`config.mk`:
```
export PLATFORM = sky130hd
export DESIGN_NAME = cmd_frame_tx
export DESIGN_NICKNAME = d
export VERILOG_FILES = /design/src/rtl/cmd_tx_pkg.sv /design/src/rtl/cmd_word_fifo.sv /design/src/rtl/cmd_frame_tx.sv
export SDC_FILE = /design/constraint.sdc
export NUM_CORES = 1
export LEC_CHECK = 0
export CAP_MARGIN = 20
export CORE_MARGIN = 1.5
export CORE_UTILIZATION = 60
export CTS_BUF_LIST = sky130_fd_sc_hd__clkbuf_16
export CTS_CLUSTER_DIAMETER = 30
export CTS_CLUSTER_SIZE = 20
export DETAILED_ROUTE_END_ITERATION = 6
export PLACE_DENSITY = 0.81
export SYNTH_ARGS = -nofsm -noshare
export SYNTH_HDL_FRONTEND = slang
export SYNTH_SLANG_ARGS = --single-unit
export TNS_END_PERCENT = 10
```
`constraint.sdc`:
```
create_clock -name clk_24m -period 4.4 [get_ports clk_24m]
set_input_delay 0.44 -clock clk_24m [delete_from_list [all_inputs] [get_ports clk_24m]]
set_output_delay 0.44 -clock clk_24m [all_outputs]
set_load 0.02 [all_outputs]
```
`src/rtl/cmd_tx_pkg.sv`:
```
// Shared definitions for the command frame transmitter.
//   tx_state_e     : transmitter FSM states
//   SYNC_HALF_BITS : half-bits in the sync preamble (3 high, 3 low)
//   LINE_*         : {bzo, boo} drive levels
//   odd_parity()   : parity bit that gives a word plus parity odd weight
package cmd_tx_pkg;

  typedef enum logic [2:0] {
    IDLE   = 3'd0,
    SYNC   = 3'd1,
    DATA   = 3'd2,
    PARITY = 3'd3,
    GAP    = 3'd4
  } tx_state_e;

  localparam int SYNC_HALF_BITS = 6;

  localparam logic [1:0] LINE_IDLE = 2'b00;
  localparam logic [1:0] LINE_HI   = 2'b01;
  localparam logic [1:0] LINE_LO   = 2'b10;

  // Zero-extending a narrower word to 64 bits leaves its XOR unchanged.
  function automatic logic odd_parity(input logic [63:0] word);
    return ~(^word);
  endfunction

endpackage

```
`src/rtl/cmd_word_fifo.sv`:
```
// Synchronous show-ahead word FIFO.
//   clk_24m, rst : clock, synchronous active-high reset (empties the FIFO)
//   push, din    : write strobe and data; accepted when not full or when
//                  a pop happens on the same edge
//   pop, dout    : read strobe (ignored when empty); dout is the head word
//   full, empty  : level flags
//   count        : number of stored words, 0..DEPTH
module cmd_word_fifo #(
  parameter int WIDTH = 16,
  parameter int DEPTH = 8
) (
  input  logic                     clk_24m,
  input  logic                     rst,
  input  logic                     push,
  input  logic                     pop,
  input  logic [WIDTH-1:0]         din,
  output logic [WIDTH-1:0]         dout,
  output logic                     full,
  output logic                     empty,
  output logic [$clog2(DEPTH):0]   count
);

  localparam int AW    = $clog2(DEPTH);
  localparam int CNT_W = AW + 1;
  localparam logic [CNT_W-1:0] CNT_FULL = CNT_W'(DEPTH);

  logic [WIDTH-1:0] mem [DEPTH];
  logic [AW-1:0]    wr_ptr;
  logic [AW-1:0]    rd_ptr;
  logic             do_push;
  logic             do_pop;

  assign full    = (count == CNT_FULL);
  assign empty   = (count == '0);
  assign do_pop  = pop && !empty;
  // A pop on the same edge frees a slot, so a push while full still lands.
  assign do_push = push && (!full || do_pop);
  assign dout    = mem[rd_ptr];

  always_ff @(posedge clk_24m) begin
    if (do_push) begin
      mem[wr_ptr] <= din;
    end
  end

  always_ff @(posedge clk_24m) begin
    if (rst) begin
      wr_ptr <= '0;
      rd_ptr <= '0;
      count  <= '0;
    end else begin
      if (do_push) begin
        wr_ptr <= wr_ptr + 1'b1;
      end
      if (do_pop) begin
        rd_ptr <= rd_ptr + 1'b1;
      end
      case ({do_push, do_pop})
        2'b10:   count <= count + 1'b1;
        2'b01:   count <= count - 1'b1;
        default: count <= count;
      endcase
    end
  end

endmodule

```
`src/rtl/cmd_frame_tx.sv`:
```
// Byte-to-command packer and Manchester frame transmitter.
//   clk_24m, rst : system clock, synchronous active-high reset
//   data         : input byte, taken on each data_ready high cycle
//   data_ready   : byte strobe
//   cmd          : word currently or most recently transmitted
//   bzo, boo     : bipolar line drive, never both high
//   busy         : frame in progress (SYNC..GAP)
//   frame_done   : one-cycle pulse after the last gap half-bit
//   full         : word FIFO full
//   overflow     : sticky, a completed word was dropped
//
// FSM states:
//   state  | meaning
//   IDLE   | line idle; pops and loads the next word when FIFO non-empty
//   SYNC   | 6 half-bits: high, high, high, low, low, low
//   DATA   | WORD_W Manchester bits, MSB first
//   PARITY | one odd-parity Manchester bit (only when PARITY_EN)
//   GAP    | 2*GAP_BITS idle half-bits, busy still high
module cmd_frame_tx
  import cmd_tx_pkg::*;
#(
  parameter int BYTES_PER_WORD = 2,
  parameter int FIFO_DEPTH     = 8,
  parameter int HALF_BIT_DIV   = 287,
  parameter int PARITY_EN      = 1,
  parameter int GAP_BITS       = 4
) (
  input  logic                          clk_24m,
  input  logic                          rst,
  input  logic [7:0]                    data,
  input  logic                          data_ready,
  output logic [8*BYTES_PER_WORD-1:0]   cmd,
  output logic                          bzo,
  output logic                          boo,
  output logic                          busy,
  output logic                          frame_done,
  output logic                          full,
  output logic                          overflow
);

  localparam int WORD_W   = 8 * BYTES_PER_WORD;
  localparam int BC_W     = (BYTES_PER_WORD > 1) ? $clog2(BYTES_PER_WORD) : 1;
  localparam int DIV_W    = (HALF_BIT_DIV > 1) ? $clog2(HALF_BIT_DIV) : 1;
  localparam int HALF_MAX = (2 * GAP_BITS > SYNC_HALF_BITS) ? 2 * GAP_BITS : SYNC_HALF_BITS;
  localparam int HC_W     = $clog2(HALF_MAX);
  localparam int BIT_W    = $clog2(WORD_W);
  localparam int CNT_W    = $clog2(FIFO_DEPTH) + 1;

  localparam logic [BC_W-1:0]  BC_LAST     = BC_W'(BYTES_PER_WORD - 1);
  localparam logic [DIV_W-1:0] DIV_LAST    = DIV_W'(HALF_BIT_DIV - 1);
  localparam logic [HC_W-1:0]  SYNC_LAST   = HC_W'(SYNC_HALF_BITS - 1);
  localparam logic [HC_W-1:0]  SYNC_HI_END = HC_W'(SYNC_HALF_BITS / 2);
  localparam logic [HC_W-1:0]  GAP_LAST    = HC_W'(2 * GAP_BITS - 1);
  localparam logic [BIT_W-1:0] BIT_LAST    = BIT_W'(WORD_W - 1);
  localparam logic [CNT_W-1:0] CNT_FULL    = CNT_W'(FIFO_DEPTH);

  // Packer
  logic [BC_W-1:0]   byte_cnt;
  logic [WORD_W-1:0] word_acc;
  logic [WORD_W-1:0] word_next;
  logic              word_done;

  // FIFO
  logic [WORD_W-1:0] fifo_dout;
  logic              fifo_full;
  logic              fifo_empty;
  logic [CNT_W-1:0]  fifo_count;
  logic              fifo_pop;

  // Divider
  logic [DIV_W-1:0]  div_cnt;
  logic              tick;

  // FSM registers and next values
  tx_state_e         state, state_n;
  logic [HC_W-1:0]   half_cnt, half_n;
  logic [BIT_W-1:0]  bit_cnt, bit_n;
  logic [WORD_W-1:0] shreg, shreg_n;
  logic              par_bit, par_n;
  logic [1:0]        line, line_n;
  logic              busy_n;
  logic              done_n;
  logic [WORD_W-1:0] cmd_n;

  // The first byte ends up in the MSBs after BYTES_PER_WORD shifts; the
  // cast keeps the low WORD_W bits, which also covers the 1-byte case.
  assign word_next = WORD_W'({word_acc, data});
  assign word_done = data_ready && (byte_cnt == BC_LAST);

  always_ff @(posedge clk_24m) begin
    if (rst) begin
      byte_cnt <= '0;
      word_acc <= '0;
      overflow <= 1'b0;
    end else if (data_ready) begin
      word_acc <= word_next;
      byte_cnt <= word_done ? '0 : byte_cnt + 1'b1;
      if (word_done && fifo_full && !fifo_pop) begin
        overflow <= 1'b1;
      end
    end
  end

  cmd_word_fifo #(
    .WIDTH (WORD_W),
    .DEPTH (FIFO_DEPTH)
  ) u_fifo (
    .clk_24m (clk_24m),
    .rst     (rst),
    .push    (word_done),
    .pop     (fifo_pop),
    .din     (word_next),
    .dout    (fifo_dout),
    .full    (fifo_full),
    .empty   (fifo_empty),
    .count   (fifo_count)
  );

  assign full = (fifo_count == CNT_FULL);

  // Held at zero in IDLE so every frame's first half-bit is a full period.
  assign tick = (state != IDLE) && (div_cnt == DIV_LAST);

  always_ff @(posedge clk_24m) begin
    if (rst) begin
      div_cnt <= '0;
    end else if (state == IDLE || tick) begin
      div_cnt <= '0;
    end else begin
      div_cnt <= div_cnt + 1'b1;
    end
  end

  always_ff @(posedge clk_24m) begin
    if (rst) begin
      state      <= IDLE;
      half_cnt   <= '0;
      bit_cnt    <= '0;
      shreg      <= '0;
      par_bit    <= 1'b0;
      line       <= LINE_IDLE;
      busy       <= 1'b0;
      frame_done <= 1'b0;
      cmd        <= '0;
    end else begin
      state      <= state_n;
      half_cnt   <= half_n;
      bit_cnt    <= bit_n;
      shreg      <= shreg_n;
      par_bit    <= par_n;
      line       <= line_n;
      busy       <= busy_n;
      frame_done <= done_n;
      cmd        <= cmd_n;
    end
  end

  always_comb begin
    state_n  = state;
    half_n   = half_cnt;
    bit_n    = bit_cnt;
    shreg_n  = shreg;
    par_n    = par_bit;
    line_n   = line;
    busy_n   = busy;
    done_n   = 1'b0;
    cmd_n    = cmd;
    fifo_pop = 1'b0;

    case (state)
      IDLE: begin
        if (!fifo_empty) begin
          fifo_pop = 1'b1;
          shreg_n  = fifo_dout;
          cmd_n    = fifo_dout;
          par_n    = odd_parity(64'(fifo_dout));
          line_n   = LINE_HI;
          busy_n   = 1'b1;
          half_n   = '0;
          state_n  = SYNC;
        end
      end

      SYNC: begin
        if (tick) begin
          if (half_cnt == SYNC_LAST) begin
            state_n = DATA;
            half_n  = '0;
            bit_n   = '0;
            line_n  = shreg[WORD_W-1] ? LINE_HI : LINE_LO;
          end else begin
            half_n = half_cnt + 1'b1;
            line_n = (half_n < SYNC_HI_END) ? LINE_HI : LINE_LO;
          end
        end
      end

      DATA: begin
        if (tick) begin
          if (half_cnt == '0) begin
            half_n = 1'b1;
            line_n = shreg[WORD_W-1] ? LINE_LO : LINE_HI;
          end else begin
            half_n  = '0;
            shreg_n = {shreg[WORD_W-2:0], 1'b0};
            if (bit_cnt == BIT_LAST) begin
              if (PARITY_EN != 0) begin
                state_n = PARITY;
                line_n  = par_bit ? LINE_HI : LINE_LO;
              end else begin
                state_n = GAP;
                line_n  = LINE_IDLE;
              end
            end else begin
              bit_n  = bit_cnt + 1'b1;
              line_n = shreg[WORD_W-2] ? LINE_HI : LINE_LO;
            end
          end
        end
      end

      PARITY: begin
        if (tick) begin
          if (half_cnt == '0) begin
            half_n = 1'b1;
            line_n = par_bit ? LINE_LO : LINE_HI;
          end else begin
            half_n  = '0;
            state_n = GAP;
            line_n  = LINE_IDLE;
          end
        end
      end

      GAP: begin
        if (tick) begin
          if (half_cnt == GAP_LAST) begin
            half_n  = '0;
            state_n = IDLE;
            busy_n  = 1'b0;
            done_n  = 1'b1;
          end else begin
            half_n = half_cnt + 1'b1;
          end
        end
      end

      default: begin
        state_n = IDLE;
        half_n  = '0;
        line_n  = LINE_IDLE;
        busy_n  = 1'b0;
      end
    endcase
  end

  assign bzo = line[1];
  assign boo = line[0];

endmodule

```
# Word-level counts from Yosys, hierarchy flattened

Memory sizes are Yosys's and may differ from the RTL's. A register that Yosys moved wholly into a read port is not among the register bits.
Index checks and enable logic that the tools add are counted.
W data, S select, Z words.

Bits in registers: 76
Latch bits: 0
RAM bits: 128
ROM bits: 0
Input port bits: 11
Output and inout bits: 22
Logic and storage cells: 142
Memories: 1

$add $sub $neg: 8
Multiply operators: 0
Divide/modulo/power cells: 0
$lt $le $gt $ge: 1
Equality and inequality tests: 23
Shift-type cells: 0
Muxes and demuxes: 57
Bitwise operators: 5
Reduce and logical (&&, ||, !) cells: 31

Memories:

| memory     | depth | bits a word | rd ports | clocked after memory_dff | wr ports | line                | RTL |
|---|---|---|---|---|---|---|---|
| u_fifo.mem | 8     | 16          | 1        | 1                        | 1        | cmd_word_fifo.sv:27 | `logic [WIDTH-1:0] mem [DEPTH];` |

Operator list:

| cell                  | count |
|---|---|
| $reduce_xor A64 Y1    | 1 |
| $mux W3               | 18 |
| $mux W16              | 3 |
| $pmux W16 S2          | 1 |
| $mux W2               | 14 |
| $ne A2 B2 Y1 const B  | 11 |
| $mux W4               | 5 |
| $pmux W4 S2           | 2 |
| $pmux W3 S5           | 1 |
| $pmux W3 S4           | 1 |
| $reduce_and A4 Y1     | 3 |
| $mux W1               | 10 |
| $pmux W2 S5           | 1 |
| $reduce_and A10 Y1    | 1 |
| $add A3 B1 Y3 const B | 3 |
| $add A9 B1 Y9 const B | 1 |
| $eq A3 B3 Y1 const B  | 3 |
| $eq A9 B9 Y1 const B  | 1 |
| $add A4 B1 Y4 const B | 2 |
| $eq A4 B4 Y1 const B  | 2 |
| $eq A3 B2 Y1 const B  | 2 |
| $logic_and A1 B1 Y1   | 6 |
| $logic_not A3 Y1      | 2 |
| $reduce_and A6 Y1     | 1 |
| other kinds (18)      | 30 |

# Longest topological paths before layout

Depth after elaboration: 8
Mapped depth: 10
Depth with buffers taken out: 9

# Modules after synthesis

From an unflattened synthesis, not the netlist that was laid out.

Cell total of the unflattened synthesis: 608
Area, all modules: 8668.3 µm²

By module, submodules not included:

| module        | times used | cells each | area each (µm²) | seq. area each (µm²) |
|---|---|---|---|---|
| cmd_word_fifo | 1          | 258        | 5466.5          | 4103.9 |
| cmd_frame_tx  | 1          | 350        | 3201.8          | 1321.3 |

# Worst setup path before layout

Ideal clock, no wire load.

Kind: input port to flip-flop
Start point: input port data_ready
End point: memory u_fifo.mem[0][0] (enable)
Setup time: 0.430 ns
Arrival: 2.902 ns
Data required time: 3.970 ns
Slack: 1.068 ns
Stages: 4
Path buffers: 1
Path through: clkbuf_1 > nand2_1 > a21o_1 > nor4_1

Cells in the longest elaborated chain, start to end: 4

Ends and longest elaborated chain:

| element                       | line                | RTL |
|---|---|---|
| start: declaration            | cmd_frame_tx.sv:31  | `input logic data_ready,` |
| $logic_and A1 B1 Y1           | cmd_frame_tx.sv:88  | `assign word_done = data_ready && (byte_cnt == BC_LAST);` |
| $logic_and A1 B1 Y1           | cmd_word_fifo.sv:37 | `assign do_push = push && (!full \|\| do_pop);` |
| $mux W1                       | cmd_word_fifo.sv:41 | `if (do_push) begin` |
| $mux W1 (implied by the code) | cmd_word_fifo.sv:42 | `mem[wr_ptr] <= din;` |
| end: declaration              | cmd_word_fifo.sv:27 |  |

No other way between the ends.

==> flow_metrics.py <==
metrics = {
    "route": {
        "vias_per_cell": 6.01,
        "avgRoutedWirePerCell_um": 21.1,
        "drt_iter0_drc": 472,
        "remaining_drc_errors": 0,
        "ant_nets": 0,
        "first_pass_iters": 5,
        "vias": 5216,
        "finalWirelength_um": 18300,
    },
    "cells_and_area": {
        "areaGrowthSynthToFinish_pct": 21.0,
        "final_common_cell": "edfxtp_1",
        "final_cell_mix": "edfxtp_1 (128), nor2_1 (96), dfxtp_1 (78)",
        "fin_util": 0.740,
        "final_layout_size_suffix_gt1_frac": 0.166,
        "num_antenna_cells": 0,
        "nNetsFinal": 684,
    },
    "worst_setup_path": {
        "worstPathRequired_ns": 4.80,
        "cp.arrival_ns": 3.53,
        "crit_path_frequent_cell": "xnor2_1",
        "cp_num_buf_inv": 1,
        "cp_slowest_cell": "dfxtp_2",
        "slowest_delay_ns": 0.72,
        "crit_path_end_kind": "flip-flop",
        "crit_fanout": 17,
        "crit_type": "flip-flop to flip-flop",
        "crit_chain": "buf_4 -> mux4_1 -> mux2i_1 -> xnor2_1 -> xnor2_1 -> xnor2_1 -> xnor2_1 -> a211oi_2",
        "cp-start-kind": "flip-flop",
        "crit_family": "multiplexers",
    },
    "sta": {
        "setup_viol": 0,
        "period_needed_ns": 3.12,
        "tightest_slew_ns": 0.858,
        "min_period_over_period": 0.710,
        "rsz0062_at_grt": "false",
        "finalSetupTns_ns": 0,
        "fin_skew_ns": 0.0133,
        "fmax_mhz": 320,
        "slew_viol_final": 0,
        "slew-limit-headroom": 0.428,
        "hold_violations": 0,
    },
    "global_route": {
        "gr-total-overflow": 0,
        "first_global_vias": 5421,
        "grt_start_max_net_pins": 40,
        "grtUsageTotal": 0.264,
        "grt_pass1_wl_um": 28900,
        "antenna_found_initial": 0,
    },
    "clock_tree": {
        "cts_setup_buffers": 0,
        "worst_skew_pair.late_latency_ns": 0.49,
        "clkTransAtPathRegs_ns": 0.05,
        "clockRootBuffer": "clkbuf_16",
        "clockBufferDepth": 3,
        "cts_tree": "done",
        "ctsHoldBuffers": 0,
        "cts_sinks": 207,
        "cts-resized-gates": 0,
        "cts_buffers": 35,
        "cts.htree.levels": 2,
    },
    "synthesis": {
        "netlist_instances": 611,
        "syn_avg_cell_area_um2": 13.8,
        "async_reset_ff_frac": 0,
        "ys_warn_count": 0,
        "synth_area_um2": 8420,
        "synth_ff_type": "edfxtp_1",
        "synth-edff-count": 128,
        "ys_top_cells_by_area": "edfxtp_1 (46%), dfxtp_1 (19%), mux4_2 (6.4%), nor2_1 (4.4%), mux2i_1 (3.1%)",
        "ys_seq_area_frac": 0.644,
        "synth_cell_types": 49,
        "yosysTopAreaCell": "edfxtp_1",
        "synth_nets": 632,
        "ys_ff_latch": 207,
        "synth_top_area_share": 0.456,
    },
    "placement": {
        "place_congestion": 0.846,
        "hpwl_um": 10600,
        "io_buffers": 32,
    },
    "power": {
        "power_density_nw_per_um2": 723,
        "leakagePower_nw": 3.52,
        "vdd_drop_max_uv": 512,
    },
    "die": {
        "boundaryPins": 33,
        "dieArea_um2": 14800,
        "core_um2": 13800,
        "initial_core_util": 0.611,
        "dieWidth_um": 121,
        "core.rowCount": 43,
        "die_h_um": 121,
    },
    "run_status": {
        "outcome": "completed",
    },
    "hold_path": {
        "min_path_type": "flip-flop to flip-flop",
    },
    "job": {
        "maxCapViolations": 0,
    },
}
==> power breakdown <==
group | switching, W | total (W) | leakage, nW | internal, W
logic | 0.00118 | 0.00209 | 1.10 | 0.000908
clock network | 0.000918 | 0.00280 | 0.608 | 0.00188
registers | 0.000211 | 0.00249 | 1.81 | 0.00228
==> metal layers <==
metal	track usage	vias up	wire length (um)
met4	0.115	0	646
met3	0.0616	59	966
met5	0	-	0
met2	0.429	187	9080
li1	-	2412	-
met1	0.342	2558	7630
==> path summary, 6_finish.rpt <==
path                             start                    to  slack (ns)  cells after the start
setup / recovery             flip-flop  par_bit$_SDFFE_PP0P_        1.28                      8
hold / removal    line[0]$_SDFFE_PP0P_  line[0]$_SDFFE_PP0P_        0.47                      2
setup reg to reg             flip-flop  par_bit$_SDFFE_PP0P_        1.28                      8
hold reg to reg   line[0]$_SDFFE_PP0P_  line[0]$_SDFFE_PP0P_        0.47                      2
==> through the flow <==
| stage | total power [W] | instance area [um2] | worst slack, ns | cells | hold slack (ns) |
|---|---|---|---|---|---|
| floorplan | 0.00403 | 8420 | 1.07 | 611 | 0.430 |
| global placement | 0.00444 | 8930 | 1.48 | 804 | 0.441 |
| detailed placement | 0.00453 | 8940 | 1.39 | 805 | 0.460 |
| CTS | 0.00738 | 10200 | 1.22 | 867 | 0.474 |
| global route | 0.00770 | 10200 | 1.03 | 868 | 0.498 |
| finish | 0.00737 | 10200 | 1.28 | 868 | 0.469 |
==> area by class of cell <==
class / instances / area, um2
clock inverter: 25 / 299
timing repair buffer: 49 / 460
multi-input combinational: 365 / 2840
fill: 849 / 3580
sequential: 207 / 5430
inverter: 5 / 18.8
clock buffer: 37 / 926
tap: 180 / 225
==> cells by family (layout without fill, tap and decap cells) <==
group	after synthesis	count (layout)	synth area share
flip-flops	207	207	0.644
XOR/XNOR	28	28	0.0291
AND/OR/NAND/NOR	172	172	0.0929
buffers and inverters	39	116	0.0227
AO/OA/AOI/OAI	95	95	0.0721
adder cells (fa/ha/maj)	10	10	0.0149
multiplexers	60	60	0.124
==> tightest hold or removal path, stage by stage, from the launching register on <==
cell	delay (ns)
dfxtp_1	0.30
nand2_1	0.06
a21oi_1	0.06
==> registers in the layout, indices dropped and copies added (netlist names), named ones only <==
signal         count
bit_cnt            4
busy               1
byte_cnt           1
cmd               16
div_cnt            9
frame_done         1
half_cnt           3
line               2
overflow           1
par_bit            1
shreg             16
state              3
u_fifo.count       4
u_fifo.mem       128
u_fifo.rd_ptr      3
u_fifo.wr_ptr      3
word_acc           8
==> synthesized netlist by cell type, types with 2 or more instances <==
| cell | n |
|---|---|
| xnor2_1 | 20 |
| o21ai_0 | 11 |
| and3_1 | 3 |
| buf_1 | 4 |
| inv_1 | 5 |
| clkbuf_1 | 21 |
| nor2b_1 | 5 |
| edfxtp_1 | 128 |
| ha_1 | 10 |
| buf_2 | 5 |
| and2_1 | 2 |
| nor2_1 | 98 |
| o22ai_1 | 2 |
| a311oi_1 | 2 |
| nand2b_1 | 7 |
| dfxtp_1 | 79 |
| buf_6 | 3 |
| mux4_1 | 8 |
| xor2_1 | 8 |
| or2_2 | 3 |
| a31oi_1 | 2 |
| nor3_1 | 7 |
| a21oi_1 | 37 |
| nand3_1 | 7 |
| nand2_1 | 22 |
| a211oi_1 | 32 |
| mux2i_1 | 26 |
| a22oi_1 | 2 |
| mux4_2 | 24 |
| or3_1 | 7 |
| nor4_1 | 3 |
No activity file was read; power rests on OpenSTA's default activity.
